### config.mk
export PLATFORM = sky130hd
export DESIGN_NAME = bus_arbiter
export DESIGN_NICKNAME = d
export VERILOG_FILES = /design/src/rtl/bus_arbiter.sv
export SDC_FILE = /design/constraint.sdc
export NUM_CORES = 1
export LEC_CHECK = 0
export CORE_AREA = 2 2 118 120
export DETAILED_ROUTE_END_ITERATION = 10
export DIE_AREA = 0 0 120 122
export DONT_BUFFER_PORTS = 1
export PLACE_DENSITY = 0.3
export SLEW_MARGIN = 20
export SYNTH_ARGS = -nofsm -noshare
export SYNTH_HDL_FRONTEND = slang
export SYNTH_SLANG_ARGS = --single-unit
### constraint.sdc
create_clock -name i_clock -period 2.2 [get_ports i_clock]
set_clock_uncertainty 0.2 [all_clocks]
set_input_delay 0.11 -clock i_clock [delete_from_list [all_inputs] [get_ports i_clock]]
set_output_delay 0.11 -clock i_clock [all_outputs]
set_load 0.02 [all_outputs]
### src/rtl/bus_arbiter.sv
// bus_arbiter: two-master round-robin arbiter; the grant is held for the whole request/ready/release handshake.
// Define BUS_ARBITER_TIMEOUT_EN to build the abandon-on-timeout logic (TIMEOUT_CYCLES).
module bus_arbiter #(
    parameter int unsigned TIMEOUT_CYCLES = 1024
) (
    input  logic        i_clock,
    input  logic        i_reset,
    input  logic        i_m0_request,
    input  logic        i_m0_rw,
    input  logic [31:0] i_m0_address,
    input  logic [31:0] i_m0_wdata,
    output logic [31:0] o_m0_rdata,
    output logic        o_m0_ready,
    input  logic        i_m1_request,
    input  logic        i_m1_rw,
    input  logic [31:0] i_m1_address,
    input  logic [31:0] i_m1_wdata,
    output logic [31:0] o_m1_rdata,
    output logic        o_m1_ready,
    output logic        o_bus_request,
    output logic        o_bus_rw,
    output logic [31:0] o_bus_address,
    output logic [31:0] o_bus_wdata,
    input  logic        i_bus_ready,
    input  logic [31:0] i_bus_rdata,
    output logic        o_timeout
);

    localparam logic [1:0] ST_IDLE    = 2'd0;
    localparam logic [1:0] ST_GRANT0  = 2'd1;
    localparam logic [1:0] ST_GRANT1  = 2'd2;
    localparam logic [1:0] ST_RELEASE = 2'd3;

    logic [1:0] state_q, state_d;
    logic       last_grant_q, last_grant_d;
    logic       granted;
    logic       gnt_sel;
    logic       gnt_req;
    logic       timeout_hit;
    logic       timeout_pulse;

    assign granted = (state_q == ST_GRANT0) || (state_q == ST_GRANT1);
    assign gnt_sel = (state_q == ST_GRANT1);
    assign gnt_req = gnt_sel ? i_m1_request : i_m0_request;

`ifdef BUS_ARBITER_TIMEOUT_EN
    localparam logic [15:0] COUNT_LAST = 16'(TIMEOUT_CYCLES - 1);

    logic [15:0] count_q, count_d;
    logic        timed_out_q, timed_out_d;

    // Forcing lasts only while the master still holds its request.
    assign timeout_hit   = granted && gnt_req && (timed_out_q || (count_q == COUNT_LAST));
    assign timeout_pulse = granted && gnt_req && !timed_out_q && (count_q == COUNT_LAST);

    always_comb begin
        count_d     = count_q;
        timed_out_d = timed_out_q;
        if (!granted) begin
            count_d     = '0;
            timed_out_d = 1'b0;
        end else if (timeout_pulse) begin
            timed_out_d = 1'b1;
        end else if (!timed_out_q && gnt_req && !i_bus_ready) begin
            count_d = count_q + 16'd1;
        end
    end

    always_ff @(posedge i_clock or posedge i_reset) begin
        if (i_reset) begin
            count_q     <= '0;
            timed_out_q <= 1'b0;
        end else begin
            count_q     <= count_d;
            timed_out_q <= timed_out_d;
        end
    end
`else
    assign timeout_hit   = 1'b0;
    assign timeout_pulse = 1'b0;
`endif

    always_comb begin
        state_d      = state_q;
        last_grant_d = last_grant_q;
        case (state_q)
            ST_IDLE: begin
                if (i_m0_request && (!i_m1_request || last_grant_q))
                    state_d = ST_GRANT0;
                else if (i_m1_request)
                    state_d = ST_GRANT1;
            end
            ST_GRANT0, ST_GRANT1: begin
                // A request fall wins over a simultaneous ready rise.
                if (!gnt_req) begin
                    state_d      = ST_RELEASE;
                    last_grant_d = gnt_sel;
                end
            end
            ST_RELEASE: begin
                if (!i_bus_ready)
                    state_d = ST_IDLE;
            end
            default: state_d = ST_IDLE;
        endcase
    end

    always_ff @(posedge i_clock or posedge i_reset) begin
        if (i_reset) begin
            state_q      <= ST_IDLE;
            last_grant_q <= 1'b1;
        end else begin
            state_q      <= state_d;
            last_grant_q <= last_grant_d;
        end
    end

    always_comb begin
        o_bus_request = 1'b0;
        o_bus_rw      = 1'b0;
        o_bus_address = '0;
        o_bus_wdata   = '0;
        o_m0_ready    = 1'b0;
        o_m0_rdata    = '0;
        o_m1_ready    = 1'b0;
        o_m1_rdata    = '0;
        if (granted) begin
            o_bus_request = gnt_req && !timeout_hit;
            o_bus_rw      = gnt_sel ? i_m1_rw      : i_m0_rw;
            o_bus_address = gnt_sel ? i_m1_address : i_m0_address;
            o_bus_wdata   = gnt_sel ? i_m1_wdata   : i_m0_wdata;
            if (gnt_sel) begin
                o_m1_ready = i_bus_ready || timeout_hit;
                o_m1_rdata = timeout_hit ? 32'hFFFF_FFFF : i_bus_rdata;
            end else begin
                o_m0_ready = i_bus_ready || timeout_hit;
                o_m0_rdata = timeout_hit ? 32'hFFFF_FFFF : i_bus_rdata;
            end
        end
    end

    assign o_timeout = timeout_pulse;

endmodule
==> flow_summary.yaml, run 1 <==
layout:
  area.growth.synth_to_final_pct: 48.9
  fin_nets: 474
  stdcell_area_mm2: 0.00250
  drive_above_1_share_pct: 30.4
  postLayoutCoreUtil_pct: 18.5
  fin_cells: 483
  diodes: 0
  multi_input_area_mm2: 0.00149
  layout_commonest_cell: "nor2_1"
  final_cell_mix: "67 x nor2_1, 66 x mux2i_1, 66 x buf_4"
  register_area_um2: 76.3
  fillerInstances: 1512
place:
  port_buffers: 0
  place_hpwl_mm: 6.15
  dp_cells: 475
  preCtsSetupSlack_ps: 256
  place.gp.congestion: 0.869
  dpl_cell_area_mm2: 0.00235
setup_path:
  worstSetupStartpointType: "flop"
  arrival_ps: 1830
  worstPathRequired_ps: 1890
  critPathKind: "reg -> out"
  crit_fanout: 39
  cp-end-kind: "output pin"
  r2r_cells: 5
global_routing:
  antenna_found_initial: 0
  overflow: 0
  grt_max_degree: 62
  gr-usage-all-layers_pct: 7.82
  grt_first_pass_wirelength_mm: 8.96
  first_global_vias: 1777
timing:
  finalSetupViolCount: 0
  fin_ws_ps: 61.0
  fmax_ghz: 0.467
  slew_viol_final: 0
  min_period_ps: 2140
  rsz0062_at_grt: "true"
  hold_viol_final: 0
  min_period_over_period_pct: 97.2
  fin_tns_setup_ps: 0
die:
  die_h_um: 122
  coreArea_mm2: 0.0135
  dieArea_mm2: 0.0146
  rows: 43
  dieWidth_um: 120
  start_util_pct: 12.4
  io_pins: 300
yosys:
  yosysWarnings: 0
  syn_area_mm2: 0.00168
  syn_inst: 246
  ys_seq_area_share_pct: 4.54
  ys_seq_elements: 3
  postSynthAreaPerCell_um2: 6.83
  yosys.cell_types.count: 23
  synth.net_count: 416
power_and_ir_drop:
  pwr_density_cell_mw_per_mm2: 2480
  p_leak_nw: 1.17
  vdd_drop_max_uv: 548
detailed_routing:
  dr.pass1.iters: 4
  wire_per_inst_um: 14.6
  via_per_inst: 4.06
  vias: 1962
  drt_iter0_drc: 43
  drc: 0
  drt-total-wl_mm: 7.06
  final_antenna_net_count: 0
min_path:
  min_path_type: "in -> reg"
  holdPathStages: 2
clocking:
  post_cts_buffers: 0
  cts_tree: "built"
  cts_buffers: 3
  cts-root-buf: "clkbuf_16"
  clkLatencyLatePin_ps: 220
  htreeDepth: 1
  cts.sinks: 3
  clk_path_buf_depth: 2
  path_clk_slew_ps: 30
flow_run:
  drv_cap: 0
run_status:
  status: "completed"
layer usage:
layer | up-vias | track usage, % | part of all wire [%]
li1 | 906 | - | -
met1 | 869 | 8.28 | 35
met2 | 183 | 16.3 | 56
met3 | 4 | 0.749 | 8.1
met4 | 0 | 1.84 | 0.78
met5 | - | 0 | 0
metrics by stage:
| stage | power, W | hold WS [ps] |
|---|---|---|
| 4_1_cts | 0.00620 | 25.4 |
| 5_1_grt | 0.00663 | 36.8 |
| 3_3_place_gp | 0.00589 | -326 |
| 2_1_floorplan | 0.00418 | -337 |
| 3_5_place_dp | 0.00589 | -330 |
| 6_report | 0.00622 | 25.6 |
path summary, 6_finish.rpt:
path,start,end,slack (ps)
worst max register to register,state_q[1],state_q[1],320
max in group asynchronous,i_reset,state_q[0],1100
min in group asynchronous,i_reset,last_grant_q,170
worst min register to register,last_grant_q,last_grant_q,300
worst max-delay path,state_q[0],o_bus_wdata[0],60
worst min-delay path,i_m0_request,state_q[0],30
kinds of logic after synthesis:
logic type / after synthesis / synth area share [%]
and+or+nand+nor: 140 / 41.8
muxes: 68 / 40.8
buffers and inverters: 26 / 8.34
AOI/OAI and AO/OA: 5 / 2.01
adders and majority gates: 3 / 2.23
DFF: 3 / 4.54
other: 1 / 0.223
critical path, stage by stage, from the launching register on:
cell	delay (ps)
dfrtp_1	370
inv_1	140
ha_4	200
buf_12	250
mux2i_1	360
nor2_1	70
buf_4	160
area by class of cell:
type	count	area share (%)
repair buffers	75	24.5
multi-input cells	217	59.7
inverters	4	0.600
flip-flops and latches	3	3.05
well taps	180	9.00
clock buffers	4	3.15
registers in the layout, indices dropped and copies added, names as in the netlist:
| name | count |
|---|---|
| state_q | 2 |
| last_grant_q | 1 |
where the power goes:
group / total (W) / internal, W / switching [W]
Combinational: 0.00581 / 0.00222 / 0.00359
Sequential: 0.000121 / 0.0000945 / 0.0000266
Clock: 0.000287 / 0.000239 / 0.0000478
cells in the mapped netlist:
| library cell | n | area, µm² |
|---|---|---|
| nand2b_1 | 2 | 12.5 |
| dfrtp_1 | 2 | 50.1 |
| nor2_2 | 1 | 6.26 |
| dfstp_2 | 1 | 26.3 |
| nand2_1 | 2 | 7.51 |
| nor2b_1 | 2 | 12.5 |
| clkbuf_1 | 6 | 22.5 |
| o221a_2 | 1 | 11.3 |
| o21ai_0 | 2 | 10.0 |
| buf_4 | 7 | 52.6 |
| conb_1 | 1 | 3.75 |
| a31oi_1 | 2 | 12.5 |
| buf_2 | 3 | 15.0 |
| inv_1 | 3 | 11.3 |
| clkbuf_2 | 4 | 20.0 |
| and2_1 | 66 | 413 |
| buf_6 | 1 | 11.3 |
| ha_1 | 3 | 37.5 |
| mux2_4 | 1 | 15.0 |
| inv_2 | 1 | 3.75 |
| mux2i_1 | 67 | 671 |
| buf_1 | 1 | 3.75 |
| nor2_1 | 67 | 251 |
what timing repair did:
item,CTS,global route
hold buffers,4,0
endpoints found under the setup margin,0,96
endpoints found under the hold margin,5,0
resized for setup,0,16
Note: power is estimated with default switching activity, not from simulation.
==> run 2, diff against run 1 <==
Settings changed: GPL_TIMING_DRIVEN set to 0.
Clock period 2.2 ns to 1.7 ns, I/O delays scaled along.
==> flow_summary.yaml, run 2 (synthesized netlist as in run 1, its figures left out) <==
timing:
  slew_viol_final: 0
  fin_ws_ps: -221
  hold_viol_final: 1
  whs_ps: -6.05
  min_period_over_period_pct: 113
  fmax_ghz: 0.520
  rsz0062_at_grt: "true"
  fin_tns_setup_ps: -21960
  min_period_ps: 1920
  finalSetupViolCount: 134
setup_path:
  worstReg2RegEnd: "state_q[1]"
  r2r_cells: 6
  crit_fanout: 10
  critPathKind: "reg -> out"
  arrival_ps: 1640
  r2r_slack_ps: -200
  worstSetupStartpointType: "flop"
  worstPathRequired_ps: 1410
  r2r_start: "state_q[0]"
  cp-end-kind: "output pin"
die:
  start_util_pct: 12.4
  io_pins: 300
  coreArea_mm2: 0.0135
  rows: 43
  die_h_um: 122
  dieWidth_um: 120
  dieArea_mm2: 0.0146
global_routing:
  first_global_vias: 1920
  grt_first_pass_wirelength_mm: 10.8
  antenna_found_initial: 0
  overflow: 0
  grt_max_degree: 11
  gr-usage-all-layers_pct: 9.75
clocking:
  cts.sinks: 3
  htreeDepth: 1
  path_clk_slew_ps: 30
  cts-root-buf: "clkbuf_16"
  clkLatencyLatePin_ps: 230
  cts_tree: "built"
  cts_buffers: 3
  clk_path_buf_depth: 2
power_and_ir_drop:
  p_leak_nw: 1.24
  pwr_density_cell_mw_per_mm2: 3290
  vdd_drop_max_uv: 1370
  total_power_w: 0.0116
layout:
  largestRegisters: "state_q: 2 flops, last_grant_q: 1 flops"
  diodes: 0
  largest_reg_flops: 2
  fin_nets: 444
  top_register: "state_q"
  postLayoutCoreUtil_pct: 26.2
  drive_above_1_share_pct: 84.6
  area.growth.synth_to_final_pct: 110
  final_cell_mix: "65 x and2_4, 37 x mux2i_4, 36 x nor2_4"
  fin_cells: 453
  layout_commonest_cell: "and2_4"
min_path:
  holdPathStages: 2
  min_path_type: "in -> reg"
  hold_path_end: "state_q[0]"
  min-delay-start: "i_m0_request"
place:
  port_buffers: 0
  place.gp.congestion: 0.896
  preCtsSetupSlack_ps: -502
  dp_cells: 426
  place_hpwl_mm: 6.65
run_status:
  status: "finished, violations left"
  failed_checks: "negative hold slack, negative setup slack"
detailed_routing:
  drt-total-wl_mm: 9.19
  final_antenna_net_count: 0
  wire_per_inst_um: 20.3
  dr.pass1.iters: 3
  drt_iter0_drc: 18
  vias: 1929
  drc: 0
  via_per_inst: 4.26
flow_run:
  drv_cap: 0
## run 2: layout make-up
cell class                 count  area (µm²)
buffer                        22         359
clock buffer                   4        78.8
fill                        1425        9970
inverter                       4        20.0
multi-input combinational    217        2490
sequential                     3        77.6
tap                          180         225
timing repair buffer          23         282
## run 2: through the flow
stage / hold slack, ps / instance area (µm²)
2_1_floorplan: -362 / 1680
3_3_place_gp: -352 / 1910
3_5_place_dp: -348 / 1910
6_report: -6.05 / 3530
4_1_cts: 0.356 / 2730
5_1_grt: 5.33 / 3530
## run 2: how the worst max path moves through the flow
stage | from | end | slack, ps
2_1_floorplan | state_q[1] | o_bus_address[10] | -40
3_3_place_gp | state_q[0] | o_bus_address[26] | -490
3_5_place_dp | state_q[1] | o_bus_address[11] | -500
4_1_cts | state_q[0] | o_bus_wdata[4] | -310
5_1_grt | state_q[0] | o_bus_address[19] | -290
6_report | state_q[0] | o_bus_wdata[30] | -220
## run 2: routing by layer
layer  wire length [µm]  global-route usage [%]
met1               3070                    9.97
met2               5260                    20.1
met3                676                    1.31
met4                180                    3.09
met5                  0                       0
## run 2: repair_timing
| item | 4_1_cts | 5_1_grt |
|---|---|---|
| hold endpoints to repair | 6 | 0 |
| gates resized for setup | 248 | 144 |
| hold buffers | 4 | 0 |
| setup endpoints to repair | 134 | 134 |
| setup buffers | 2 | 11 |
| gates cloned | 1 | 5 |
| pin swaps | 3 | 33 |
## run 2: critical path, cell delays in order (launching register included)
cell     delay, ps
dfrtp_1        380
inv_2          110
ha_4           190
buf_12         170
buf_12         170
mux2i_4        270
nor2_2         100
## run 2: power by group
group / internal (W) / switching, W
Combinational: 0.00484 / 0.00624
Clock: 0.000310 / 0.0000730
Sequential: 0.000125 / 0.0000381
